<file path="src/rtl/reg_dest_if.sv">
// Handshake bundle between the control unit / instruction register and the
// destination-register unit of the multicycle MIPS datapath.
interface reg_dest_if #(
    parameter int REG_ADDR_W = 5
);
    logic [2:0]            seletor_regdest;
    logic [REG_ADDR_W-1:0] rt;
    logic [REG_ADDR_W-1:0] rd;
    logic                  dest_capture;
    logic                  wb_valid;
    logic                  flush;
    logic [REG_ADDR_W-1:0] query_a;
    logic [REG_ADDR_W-1:0] query_b;
    logic                  reg_write;
    logic [REG_ADDR_W-1:0] dest_out;
    logic                  dest_valid;
    logic                  sel_err;
    logic                  overrun;
    logic                  hazard;

    modport master (
        output seletor_regdest, rt, rd, dest_capture, wb_valid, flush, query_a, query_b,
        input  reg_write, dest_out, dest_valid, sel_err, overrun, hazard
    );

    modport slave (
        input  seletor_regdest, rt, rd, dest_capture, wb_valid, flush, query_a, query_b,
        output reg_write, dest_out, dest_valid, sel_err, overrun, hazard
    );
endinterface

</file>
<file path="src/rtl/reg_dest_ctrl.sv">
// Destination-register unit: selects, holds and commits the write register.
// Optional macro REG_DEST_HAZARD_EN enables the RAW hazard compare.
module reg_dest_ctrl #(
    parameter int REG_ADDR_W = 5,
    parameter int SP_REG     = 29,
    parameter int FP_REG     = 30,
    parameter int RA_REG     = 31
) (
    input  logic         clk,
    input  logic         reset_n,
    reg_dest_if.slave    bus
);
    typedef enum logic {IDLE, HELD} state_t;

    state_t                state;
    logic [REG_ADDR_W-1:0] dest_q;
    logic [REG_ADDR_W-1:0] next_dest;
    logic [REG_ADDR_W-1:0] sel_dest;
    logic                  sel_illegal;
    logic                  committing;
    logic                  load_pending;
    logic                  reg_write_q;
    logic                  sel_err_q;
    logic                  overrun_q;

    // NOTE: every always_comb output gets a default first so no latch is inferred.
    always_comb begin
        sel_dest    = '0;
        sel_illegal = 1'b0;
        case (bus.seletor_regdest)
            3'b000:  sel_dest = bus.rt;
            3'b001:  sel_dest = bus.rd;
            3'b010:  sel_dest = SP_REG[REG_ADDR_W-1:0];
            3'b011:  sel_dest = FP_REG[REG_ADDR_W-1:0];
            3'b100:  sel_dest = RA_REG[REG_ADDR_W-1:0];
            default: sel_illegal = 1'b1;
        endcase
    end

    // NOTE: sequential state uses non-blocking assignments only.
    always_ff @(posedge clk) begin
        if (!reset_n) begin
            state        <= IDLE;
            dest_q       <= '0;
            next_dest    <= '0;
            committing   <= 1'b0;
            load_pending <= 1'b0;
            reg_write_q  <= 1'b0;
            sel_err_q    <= 1'b0;
            overrun_q    <= 1'b0;
        end else begin
            reg_write_q <= 1'b0;
            sel_err_q   <= 1'b0;
            if (bus.flush) begin
                state        <= IDLE;
                dest_q       <= '0;
                committing   <= 1'b0;
                load_pending <= 1'b0;
            end else if (committing) begin
                // Write pulse cycle: the old address is on the bus, resolve what follows it.
                committing <= 1'b0;
                if (load_pending) begin
                    dest_q       <= next_dest;
                    load_pending <= 1'b0;
                    if (bus.dest_capture)
                        overrun_q <= 1'b1;
                end else if (bus.dest_capture) begin
                    dest_q    <= sel_dest;
                    sel_err_q <= sel_illegal;
                end else begin
                    state  <= IDLE;
                    dest_q <= '0;
                end
            end else begin
                case (state)
                    IDLE: begin
                        if (bus.dest_capture) begin
                            state     <= HELD;
                            dest_q    <= sel_dest;
                            sel_err_q <= sel_illegal;
                        end
                    end
                    HELD: begin
                        if (bus.wb_valid) begin
                            committing  <= 1'b1;
                            reg_write_q <= (dest_q != '0);
                            if (bus.dest_capture) begin
                                next_dest    <= sel_dest;
                                load_pending <= 1'b1;
                                sel_err_q    <= sel_illegal;
                            end
                        end else if (bus.dest_capture) begin
                            overrun_q <= 1'b1;
                        end
                    end
                    default: state <= IDLE;
                endcase
            end
        end
    end

    assign bus.dest_out   = dest_q;
    assign bus.dest_valid = (state == HELD);
    assign bus.reg_write  = reg_write_q;
    assign bus.sel_err    = sel_err_q;
    assign bus.overrun    = overrun_q;

`ifdef REG_DEST_HAZARD_EN
    assign bus.hazard = (state == HELD) && (dest_q != '0) &&
                        ((bus.query_a == dest_q) || (bus.query_b == dest_q));
`else
    logic unused_query;
    assign unused_query = ^{bus.query_a, bus.query_b};
    assign bus.hazard   = 1'b0;
`endif
endmodule

</file>
<file path="src/flat_wrapper.sv">
// flat-port wrapper written by rule: the top's interface ports become plain ports
module reg_dest_ctrl_flat 
#(
    parameter int REG_ADDR_W = 5,
    parameter int SP_REG     = 29,
    parameter int FP_REG     = 30,
    parameter int RA_REG     = 31
)
  (clk, reset_n, bus_seletor_regdest, bus_rt, bus_rd, bus_dest_capture, bus_wb_valid, bus_flush, bus_query_a, bus_query_b, bus_reg_write, bus_dest_out, bus_dest_valid, bus_sel_err, bus_overrun, bus_hazard);
  reg_dest_if #(.REG_ADDR_W(REG_ADDR_W)) bus_i ();
  input  logic clk;
  input  logic reset_n;
  input wire logic [$bits(bus_i.seletor_regdest)-1:0] bus_seletor_regdest;
  input wire logic [$bits(bus_i.rt)-1:0] bus_rt;
  input wire logic [$bits(bus_i.rd)-1:0] bus_rd;
  input wire logic [$bits(bus_i.dest_capture)-1:0] bus_dest_capture;
  input wire logic [$bits(bus_i.wb_valid)-1:0] bus_wb_valid;
  input wire logic [$bits(bus_i.flush)-1:0] bus_flush;
  input wire logic [$bits(bus_i.query_a)-1:0] bus_query_a;
  input wire logic [$bits(bus_i.query_b)-1:0] bus_query_b;
  output wire logic [$bits(bus_i.reg_write)-1:0] bus_reg_write;
  output wire logic [$bits(bus_i.dest_out)-1:0] bus_dest_out;
  output wire logic [$bits(bus_i.dest_valid)-1:0] bus_dest_valid;
  output wire logic [$bits(bus_i.sel_err)-1:0] bus_sel_err;
  output wire logic [$bits(bus_i.overrun)-1:0] bus_overrun;
  output wire logic [$bits(bus_i.hazard)-1:0] bus_hazard;
  assign bus_i.seletor_regdest = bus_seletor_regdest;
  assign bus_i.rt = bus_rt;
  assign bus_i.rd = bus_rd;
  assign bus_i.dest_capture = bus_dest_capture;
  assign bus_i.wb_valid = bus_wb_valid;
  assign bus_i.flush = bus_flush;
  assign bus_i.query_a = bus_query_a;
  assign bus_i.query_b = bus_query_b;
  assign bus_reg_write = bus_i.reg_write;
  assign bus_dest_out = bus_i.dest_out;
  assign bus_dest_valid = bus_i.dest_valid;
  assign bus_sel_err = bus_i.sel_err;
  assign bus_overrun = bus_i.overrun;
  assign bus_hazard = bus_i.hazard;
  reg_dest_ctrl #(.REG_ADDR_W(REG_ADDR_W), .SP_REG(SP_REG), .FP_REG(FP_REG), .RA_REG(RA_REG)) u_core (.clk(clk), .reset_n(reset_n), .bus(bus_i));
endmodule
</file>
<file path="config.mk">
export PLATFORM = sky130hd
export DESIGN_NAME = reg_dest_ctrl_flat
export DESIGN_NICKNAME = d
export VERILOG_FILES = /design/src/rtl/reg_dest_if.sv /design/src/rtl/reg_dest_ctrl.sv /design/src/flat_wrapper.sv
export SDC_FILE = /design/constraint.sdc
export NUM_CORES = 1
export LEC_CHECK = 0
export BUFFER_PORTS_ARGS = -buffer_cell sky130_fd_sc_hd__buf_2
export CORE_MARGIN = 4
export CORE_UTILIZATION = 30
export DETAILED_ROUTE_END_ITERATION = 10
export RECOVER_POWER = 100
export SYNTH_ARGS = -nofsm -noshare
export SYNTH_HDL_FRONTEND = slang
export SYNTH_SLANG_ARGS = --single-unit
</file>
<file path="constraint.sdc">
create_clock -name clk -period 1.5 [get_ports clk]
set_clock_uncertainty 0.1 [all_clocks]
set_input_delay 0.3 -clock clk [delete_from_list [all_inputs] [get_ports clk]]
set_output_delay 0.3 -clock clk [all_outputs]
set_load 0.03 [all_outputs]
</file>
==> run metrics, run 1 <==
WP data arrival=1510 ps; initial core utilization=0.328; RSZ-0062 raised after global routing=no; Area growth syn-to-layout=23.6%; async set-reset flop share out of synthesis=0; ratio of routed vias to standard cells=5.20; VDD IR max=0.305 mV; Final Hold Vio Count=0; Clock Latency Late Sink=280 ps; largest net degree at the start of global routing=12; Synth Area in Compound Gates=0.259; XOR/XNOR Fraction of Synth Area=0; GRT Residual Overflow=0; crit-path max FO=8; router iterations before antenna repair=4; Die Y-Extent=58.1 um; cts repair resizes=0; setup repair bufs after CTS=0; Tcrit/Tclk final=0.932; hold_buf cts=0; Req. time, crit path=1610 ps; CP Launch Type=flip-flop; Total Wirelength=1790 um; final slew viol count=0; DRC violations left=0; antenna cell count=0; EDFF count, synth=0; first-pass GRT wire length=3020 um; via count=739; Netlist cell types=32; number of global-route vias before repair=703; setup violators final=0; mux share of post-synthesis cell area=0; CP max-delay cell=dfxtp_1; Max Buffers Root-to-Sink=2; CTS root buf=clkbuf_4; fraction of layout instances using a drive strength above 1=0.237; Die ar.=3380 um^2; Site Rows=17; Min-Delay Path Class=input port to flip-flop; DPL Wire Length=1400 um; crit-path cells=nand3b_1, nor3b_4, buf_4, nand2_2, o22ai_1; simple-gate share of the synthesized area=0.277; mapped cell area=753 um^2; WS Path Type=flip-flop to flip-flop; Net Count, Synth=113; Max Cap Viol=0; Core ar.=2300 um^2; cell family with most CP delay=simple AND/OR/NAND/NOR gates; DRT antenna net count=0; FILL cells=256; I/O Buffers=26; synthesis-stage register bit count=16; htree depth=1; fmax=0.716 GHz; I/O Pins=38; die width=58.1 um; GP Congestion=0.794; P per Cell Area=902 nW/um^2; Top FF cell, synth=dfxtp_1; all-layer global routing usage=0.113; register area share after synthesis=0.425; final cell count without fillers=142; main combinational cell family by area after synthesis=simple AND/OR/NAND/NOR gates; setup_tns=0 ps; clk sinks=16; DRT iter0 DRCs=17; Adder-Cell Fraction of Synth Area=0; Post-Synthesis Cells=85; critical path capture point type=flip-flop; Mean Syn Cell Area=8.86 um^2; initial antenna violation count=0; CTS tree=done; Wirelength per Cell=12.6 um; Buf/Inv on CP=1; YS warnings=0; Final Critical Period=1400 ps; status=complete, no violations; Reg clk slew, reported paths=100 ps; Inst Count DP=136; CTS buffer count=3; nets@finish=143; max incr delay on CP=370 ps; leakage=0.382 nW
-- cell families (layout without fill, tap and decap cells) --
kind of cell / Yosys count / in the layout
and+or+nand+nor: 34 / 34
other: 1 / 1
AOI/OAI and AO/OA: 29 / 29
DFF: 16 / 16
buffers and inverters: 5 / 34
-- report_power, final --
part	internal, mW	switching [mW]	leakage [nW]
sequential	0.434	0.00687	0.130
clock	0.148	0.138	0.0210
combinational	0.0448	0.0690	0.231
-- cell usage after synthesis (2+ instances only) --
cell type,number,share of area
a211oi_1,2,0.020
a21oi_1,3,0.020
a22oi_1,4,0.040
buf_2,2,0.013
dfxtp_1,16,0.43
inv_1,2,0.010
nand2_1,6,0.030
nand2b_1,5,0.042
nor2_1,8,0.040
nor2b_1,2,0.017
nor3_1,2,0.013
o211ai_1,3,0.030
o21ai_0,3,0.020
o21ai_1,4,0.027
o22ai_1,3,0.025
or4_1,4,0.040
-- sequential cells by signal, summed over array words and instances, names as in the netlist --
signal / flops
u_core.bus.reg_write: 1
u_core.bus.dest_valid: 1
u_core.next_dest: 5
u_core.bus.sel_err: 1
u_core.bus.overrun: 1
u_core.bus.dest_out: 5
u_core.committing: 1
u_core.load_pending: 1
-- layout by cell type, fill, tap and decap left out --
master and n:
a211oi_1 2, a21o_1 1, a21oi_1 3, a221oi_1 1, a22oi_1 4, a31oi_1 1
and2b_1 1, and3_1 1, buf_2 18, buf_4 2, clkbuf_1 7, clkbuf_2 1
clkbuf_4 3, clkbuf_8 1, conb_1 1, dfxtp_1 16, inv_1 2, nand2_1 6
nand2_2 1, nand2b_1 5, nand3b_1 1, nand4_1 1, nor2_1 8, nor2b_1 2
nor3_1 2, nor3b_1 1, nor3b_4 1, o211a_1 1, o211ai_1 3, o21a_1 1
o21ai_0 4, o21ai_1 3, o221ai_1 1, o22ai_1 3, o32a_1 1, or4_1 4
-- worst min-delay path, cell delays in order --
cell,delay [ps]
buf_2,140
nand2_1,70
nor3_1,40
-- path summary, 6_finish.rpt --
path / startpoint / to / slack, ps / depth (start not counted)
setup / recovery: u_core.committing / u_core.next_dest[3] / 100 / 5
hold / removal: bus_dest_capture / u_core.bus.sel_err / 210 / 3
setup reg to reg: u_core.committing / u_core.next_dest[3] / 100 / 5
hold reg to reg: u_core.next_dest[4] / u_core.next_dest[4] / 390 / 2
-- cell type report --
type                       instances  area, um^2  share of cell area
multi-input combinational         64         395               0.425
sequential                        16         320               0.344
timing repair buffer              28         136               0.147
clock buffer                       4        36.3              0.0390
tap                               28        35.0              0.0376
inverter                           2        7.51             0.00806
-- through the flow --
step | power, mW | hold WS (ps) | setup WS, ps | instance area (um^2) | utilization
6_report | 0.840 | 208 | 103 | 931 | 0.405
5_1_grt | 0.887 | 208 | 14.1 | 931 | 0.405
4_1_cts | 0.850 | 201 | 102 | 937 | 0.408
3_5_place_dp | 0.567 | 368 | 30.9 | 901 | 0.392
3_3_place_gp | 0.565 | 363 | 50.5 | 901 | 0.392
2_1_floorplan | 0.521 | 318 | 70.3 | 753 | -
-- layer usage --
metal / share of wire / vias up / track usage / routed length [um]
met5: 0 / - / 0 / 0
met4: 0.015 / 0 / 0.0563 / 26
met3: 0.077 / 2 / 0.0245 / 138
met2: 0.44 / 25 / 0.177 / 789
met1: 0.47 / 334 / 0.144 / 838
li1: - / 378 / - / -
No activity file was read; power rests on OpenSTA's default activity.
==> inputs of run 2 (changes only) <==
--- a/config.mk
+++ b/config.mk
@@ -7,8 +7,9 @@
 export LEC_CHECK = 0
 export BUFFER_PORTS_ARGS = -buffer_cell sky130_fd_sc_hd__buf_2
 export CORE_MARGIN = 4
-export CORE_UTILIZATION = 30
+export CORE_UTILIZATION = 43
 export DETAILED_ROUTE_END_ITERATION = 10
+export PLACE_DENSITY = 0.76
 export RECOVER_POWER = 100
 export SYNTH_ARGS = -nofsm -noshare
 export SYNTH_HDL_FRONTEND = slang
==> run 2 against run 1 <==
Net effect: first-iteration DRC count stayed put; clock power up 1%; worst setup slack better by 15 ps; count of clock-buffer cells in the layout stayed put; core utilization up 19 points; via count is 0.81% higher; die area down 26%; sequential cell count unchanged; critical path type unchanged; largest cell class unchanged.
==> run metrics, run 2 (synthesis gave the netlist of run 1 again) <==
status=complete, no violations; DRT antenna net count=0; Site Rows=14; nets@finish=144; DPL Wire Length=1220 um; CTS root buf=clkbuf_4; I/O Buffers=26; setup violators final=0; Final WS setup=117 ps; antenna cell count=0; Core ar.=1580 um^2; VDD IR max=0.464 mV; via count=745; final slew viol count=0; R2R setup slack=120 ps; Die Y-Extent=49.9 um; Final Critical Period=1380 ps; I/O Pins=38; Clock Latency Late Sink=290 ps; Area growth syn-to-layout=24.4%; number of global-route vias before repair=628; Reg clk slew, reported paths=90 ps; CP max-delay cell=dfxtp_1; Tcrit/Tclk final=0.922; FF+latch area=320 um^2; CP Launch Type=flip-flop; Worst R2R Path Depth=4; Final Hold Vio Count=0; multi-input logic area=408 um^2; all-layer global routing usage=0.141; hold path start=bus_dest_capture; Min-Delay Path Class=input port to flip-flop; WS Path Type=flip-flop to flip-flop; Max Cap Viol=0; DRT iter0 DRCs=17; Req. time, crit path=1630 ps; fraction of layout instances using a drive strength above 1=0.261; first-pass GRT wire length=2660 um; CTS buffer count=3; FILL cells=149; Reg-to-Reg End=u_core.next_dest[2]; Die ar.=2490 um^2; htree depth=1; Max Buffers Root-to-Sink=2; Hold Path Sink=u_core.bus.sel_err; critical path capture point type=flip-flop; setup repair bufs after CTS=0; R2R Path Start=u_core.bus.dest_valid; setup_tns=0 ps; leakage=0.408 nW; most common cell after layout, fill and taps aside=buf_2; router iterations before antenna repair=4; clk sinks=16; dpl ws=50.3 ps; initial core utilization=0.478; hold_buf cts=0; WP data arrival=1510 ps; crit-path max FO=8; max incr delay on CP=440 ps; Total Wirelength=1560 um; cts repair resizes=0; worst hold path depth=3; initial antenna violation count=0; Wirelength per Cell=11.9 um; RSZ-0062 raised after global routing=no; P per Cell Area=900 nW/um^2; DRC violations left=0; GP Congestion=0.859; GRT Residual Overflow=0; CTS tree=done; ratio of routed vias to standard cells=5.69; highest-count cells in the layout ignoring fill and taps=buf_2, dfxtp_1, nor2_1, nand2_1, clkbuf_1; fmax=0.723 GHz; crit-path cells=nand3b_4, nor3b_4, nand2_2, o22ai_1; largest net degree at the start of global routing=12; die width=49.9 um
[run 2: final cells by class]
| type | count | area share |
|---|---|---|
| inverter | 2 | 0.00801 |
| timing repair buffer | 29 | 0.155 |
| clock buffer | 4 | 0.0387 |
| tap | 16 | 0.0214 |
| sequential | 16 | 0.342 |
| multi-input combinational | 64 | 0.435 |
[run 2: power breakdown]
part	total, mW	leakage (nW)	switching, mW	internal, mW
registers	0.441	0.130	0.00705	0.433
clock network	0.289	0.0210	0.141	0.148
logic	0.114	0.258	0.0675	0.0462
[run 2: routing by layer]
layer / up-vias / part of all wire / track usage / wire [um]
li1: 377 / - / - / -
met1: 327 / 0.46 / 0.165 / 714
met2: 34 / 0.42 / 0.220 / 657
met3: 7 / 0.079 / 0.0211 / 123
met4: 0 / 0.040 / 0.124 / 63
met5: - / 0 / 0 / 0
[run 2: worst max path at each step]
stage / startpoint / endpoint / slack, ps
2_1_floorplan: u_core.bus.dest_valid / u_core.next_dest[2] / 70
3_3_place_gp: bus_seletor_regdest[2] / u_core.next_dest[3] / 60
3_5_place_dp: bus_seletor_regdest[2] / u_core.next_dest[2] / 50
4_1_cts: u_core.bus.dest_valid / u_core.next_dest[2] / 110
5_1_grt: u_core.bus.dest_valid / u_core.next_dest[1] / 9
6_report: u_core.bus.dest_valid / u_core.next_dest[2] / 120
[run 2: worst max-delay path: cells and delay by family, from the launching register on]
| family | cells | cell delay [ps] |
|---|---|---|
| AOI/OAI and AO/OA | 1 | 170 |
| and+or+nand+nor | 3 | 610 |
| DFF | 1 | 440 |
[run 2: per-stage QoR]
step / hold slack, ps / instances / instance area (um^2) / power, mW / util
after floorplan: 318 / 85 / 753 / 0.521 / -
final: 192 / 131 / 937 / 0.843 / 0.594
after CTS: 191 / 128 / 922 / 0.849 / 0.585
after detailed placement: 362 / 124 / 886 / 0.564 / 0.562
after global placement: 360 / 124 / 886 / 0.563 / 0.562
after global routing: 207 / 131 / 937 / 0.886 / 0.594
==> inputs of run 3 (changes only) <==
--- a/config.mk
+++ b/config.mk
@@ -5,11 +5,13 @@
 export SDC_FILE = /design/constraint.sdc
 export NUM_CORES = 1
 export LEC_CHECK = 0
+export ABC_AREA = 1
 export BUFFER_PORTS_ARGS = -buffer_cell sky130_fd_sc_hd__buf_2
 export CORE_MARGIN = 4
-export CORE_UTILIZATION = 43
+export CORE_UTILIZATION = 45
+export CTS_CLUSTER_DIAMETER = 80
 export DETAILED_ROUTE_END_ITERATION = 10
-export PLACE_DENSITY = 0.76
+export PLACE_DENSITY = 0.77
 export RECOVER_POWER = 100
 export SYNTH_ARGS = -nofsm -noshare
 export SYNTH_HDL_FRONTEND = slang
==> run 3 against run 2 <==
Net effect: count of clock-buffer cells in the layout is the same; total power grew 4.3%; worst hold slack lost 45 ps; wire length grew 32%; core utilization shrank 1.3 points; first-iteration DRC count shrank 5.9%; clock power grew 2%; combinational power grew 25%; sequential cell count is the same; critical endpoint is now u_core.next_dest[1]; largest cell class unchanged.
==> run metrics, run 3 <==
critical path capture point type=flip-flop; DRC violations left=0; GP Congestion=0.804; multi-input logic area=434 um^2; setup violators final=0; Die Y-Extent=50.8 um; Design Power=0.880 mW; CTS tree=done; setup repair bufs after CTS=0; Req. time, crit path=1620 ps; CTS root buf=clkbuf_4; initial core utilization=0.478; Tcrit/Tclk final=0.954; async set-reset flop share out of synthesis=0; clk sinks=16; crit path from=u_core.bus.dest_valid; CP Launch Type=flip-flop; fmax=0.699 GHz; Top FF cell, synth=dfxtp_1; I/O Buffers=26; Die ar.=2580 um^2; fin util=0.581; fraction of layout instances using a drive strength above 1=0.223; worst hold slack=147 ps; DRT iter0 DRCs=16; DRT antenna net count=0; cell with the most instances after synthesis=nand2_1; crit-path max FO=10; status=complete, no violations; Min-Delay Path Class=input port to flip-flop; Post-Synthesis Cells=119; most common cell after layout, fill and taps aside=nand2_1; DP Area=978 um^2; RSZ-0062 raised after global routing=no; highest-count cells in the layout ignoring fill and taps=nand2_1, nor2_1, buf_2, dfxtp_1; WP data arrival=1550 ps; Max Cap Viol=0; die width=50.8 um; synthesis-stage register bit count=16; mapped cell area=826 um^2; VDD IR max=0.450 mV; FILL cells=183; Netlist cell types=26; dpl ws=131 ps; Core ar.=1730 um^2; hold_buf cts=0; final cell count without fillers=173; final slew viol count=0; all-layer global routing usage=0.174; Total Wirelength=2050 um; P per Cell Area=877 nW/um^2; I/O Pins=38; first-pass GRT wire length=3370 um; Final Cell Area=1000 um^2; GRT Residual Overflow=0; CTS buffer count=3; ratio of routed vias to standard cells=4.99; Final Hold Vio Count=0; post-synth top area cell=dfxtp_1; Final Critical Period=1430 ps; antenna cell count=0; R2R setup slack=70 ps; leakage=0.491 nW; Inst Count DP=169; FF+latch area=320 um^2; number of global-route vias before repair=854; Wirelength per Cell=11.9 um; fraction of post-synthesis cell area in the top cell type by area=0.388; Mean Syn Cell Area=6.94 um^2; WS Path Type=flip-flop to flip-flop; Area growth syn-to-layout=21.5%; YS warnings=0; Final WS setup=68.9 ps; Synth area leaders=dfxtp_1, nand2_1, nor2_1; Reg clk slew, reported paths=90 ps; largest net degree at the start of global routing=12; router iterations before antenna repair=4; hold path start=reset_n; via count=864; EDFF count, synth=0; Max Buffers Root-to-Sink=2; DPL Wire Length=1650 um; nets@finish=177; initial antenna violation count=0; cts repair resizes=0; setup_tns=0 ps; Site Rows=15; most frequent cells after synthesis=nand2_1, nor2_1, dfxtp_1; register area share after synthesis=0.388; R2R Path Start=u_core.bus.dest_valid; Clock Latency Late Sink=290 ps; htree depth=1; Net Count, Synth=147
-- run 3: critical path: stages, from the launching register on --
cell and delay [ps]:
dfxtp_1 420, nand2_1 150, nor3_4 370, o21ai_0 150, a31oi_1 160
-- run 3: logic make-up after synthesis --
group	share of synthesized area
AO/OA/AOI/OAI	0.176
flip-flops	0.388
other	0.00454
buffers and inverters	0.0833
AND/OR/NAND/NOR	0.349
-- run 3: path summary, 6_finish.rpt --
check,end,depth (start not counted)
hold reg to reg,u_core.bus.overrun,2
setup / recovery,u_core.next_dest[1],4
hold / removal,u_core.bus.overrun,3
setup reg to reg,u_core.next_dest[1],4
-- run 3: layout make-up --
cell class | count | share of cell area
Timing Repair Buffer | 28 | 0.136
Sequential cell | 16 | 0.319
Inverter | 12 | 0.0449
Multi-Input combinational cell | 88 | 0.433
Clock buffer | 4 | 0.0362
Tap cell | 25 | 0.0312
-- run 3: where the power goes --
| group | internal (mW) | switching [mW] | leakage, nW | total (mW) |
|---|---|---|---|---|
| registers | 0.435 | 0.00768 | 0.130 | 0.442 |
| logic | 0.0501 | 0.0930 | 0.340 | 0.143 |
| clock network | 0.148 | 0.146 | 0.0210 | 0.294 |
-- run 3: layer usage --
layer / vias up / wire length (um) / GRT usage
met4: 0 / 36 / 0.0807
met1: 390 / 833 / 0.187
li1: 451 / - / -
met5: - / 0 / 0
met3: 5 / 92 / 0.0408
met2: 18 / 1090 / 0.317
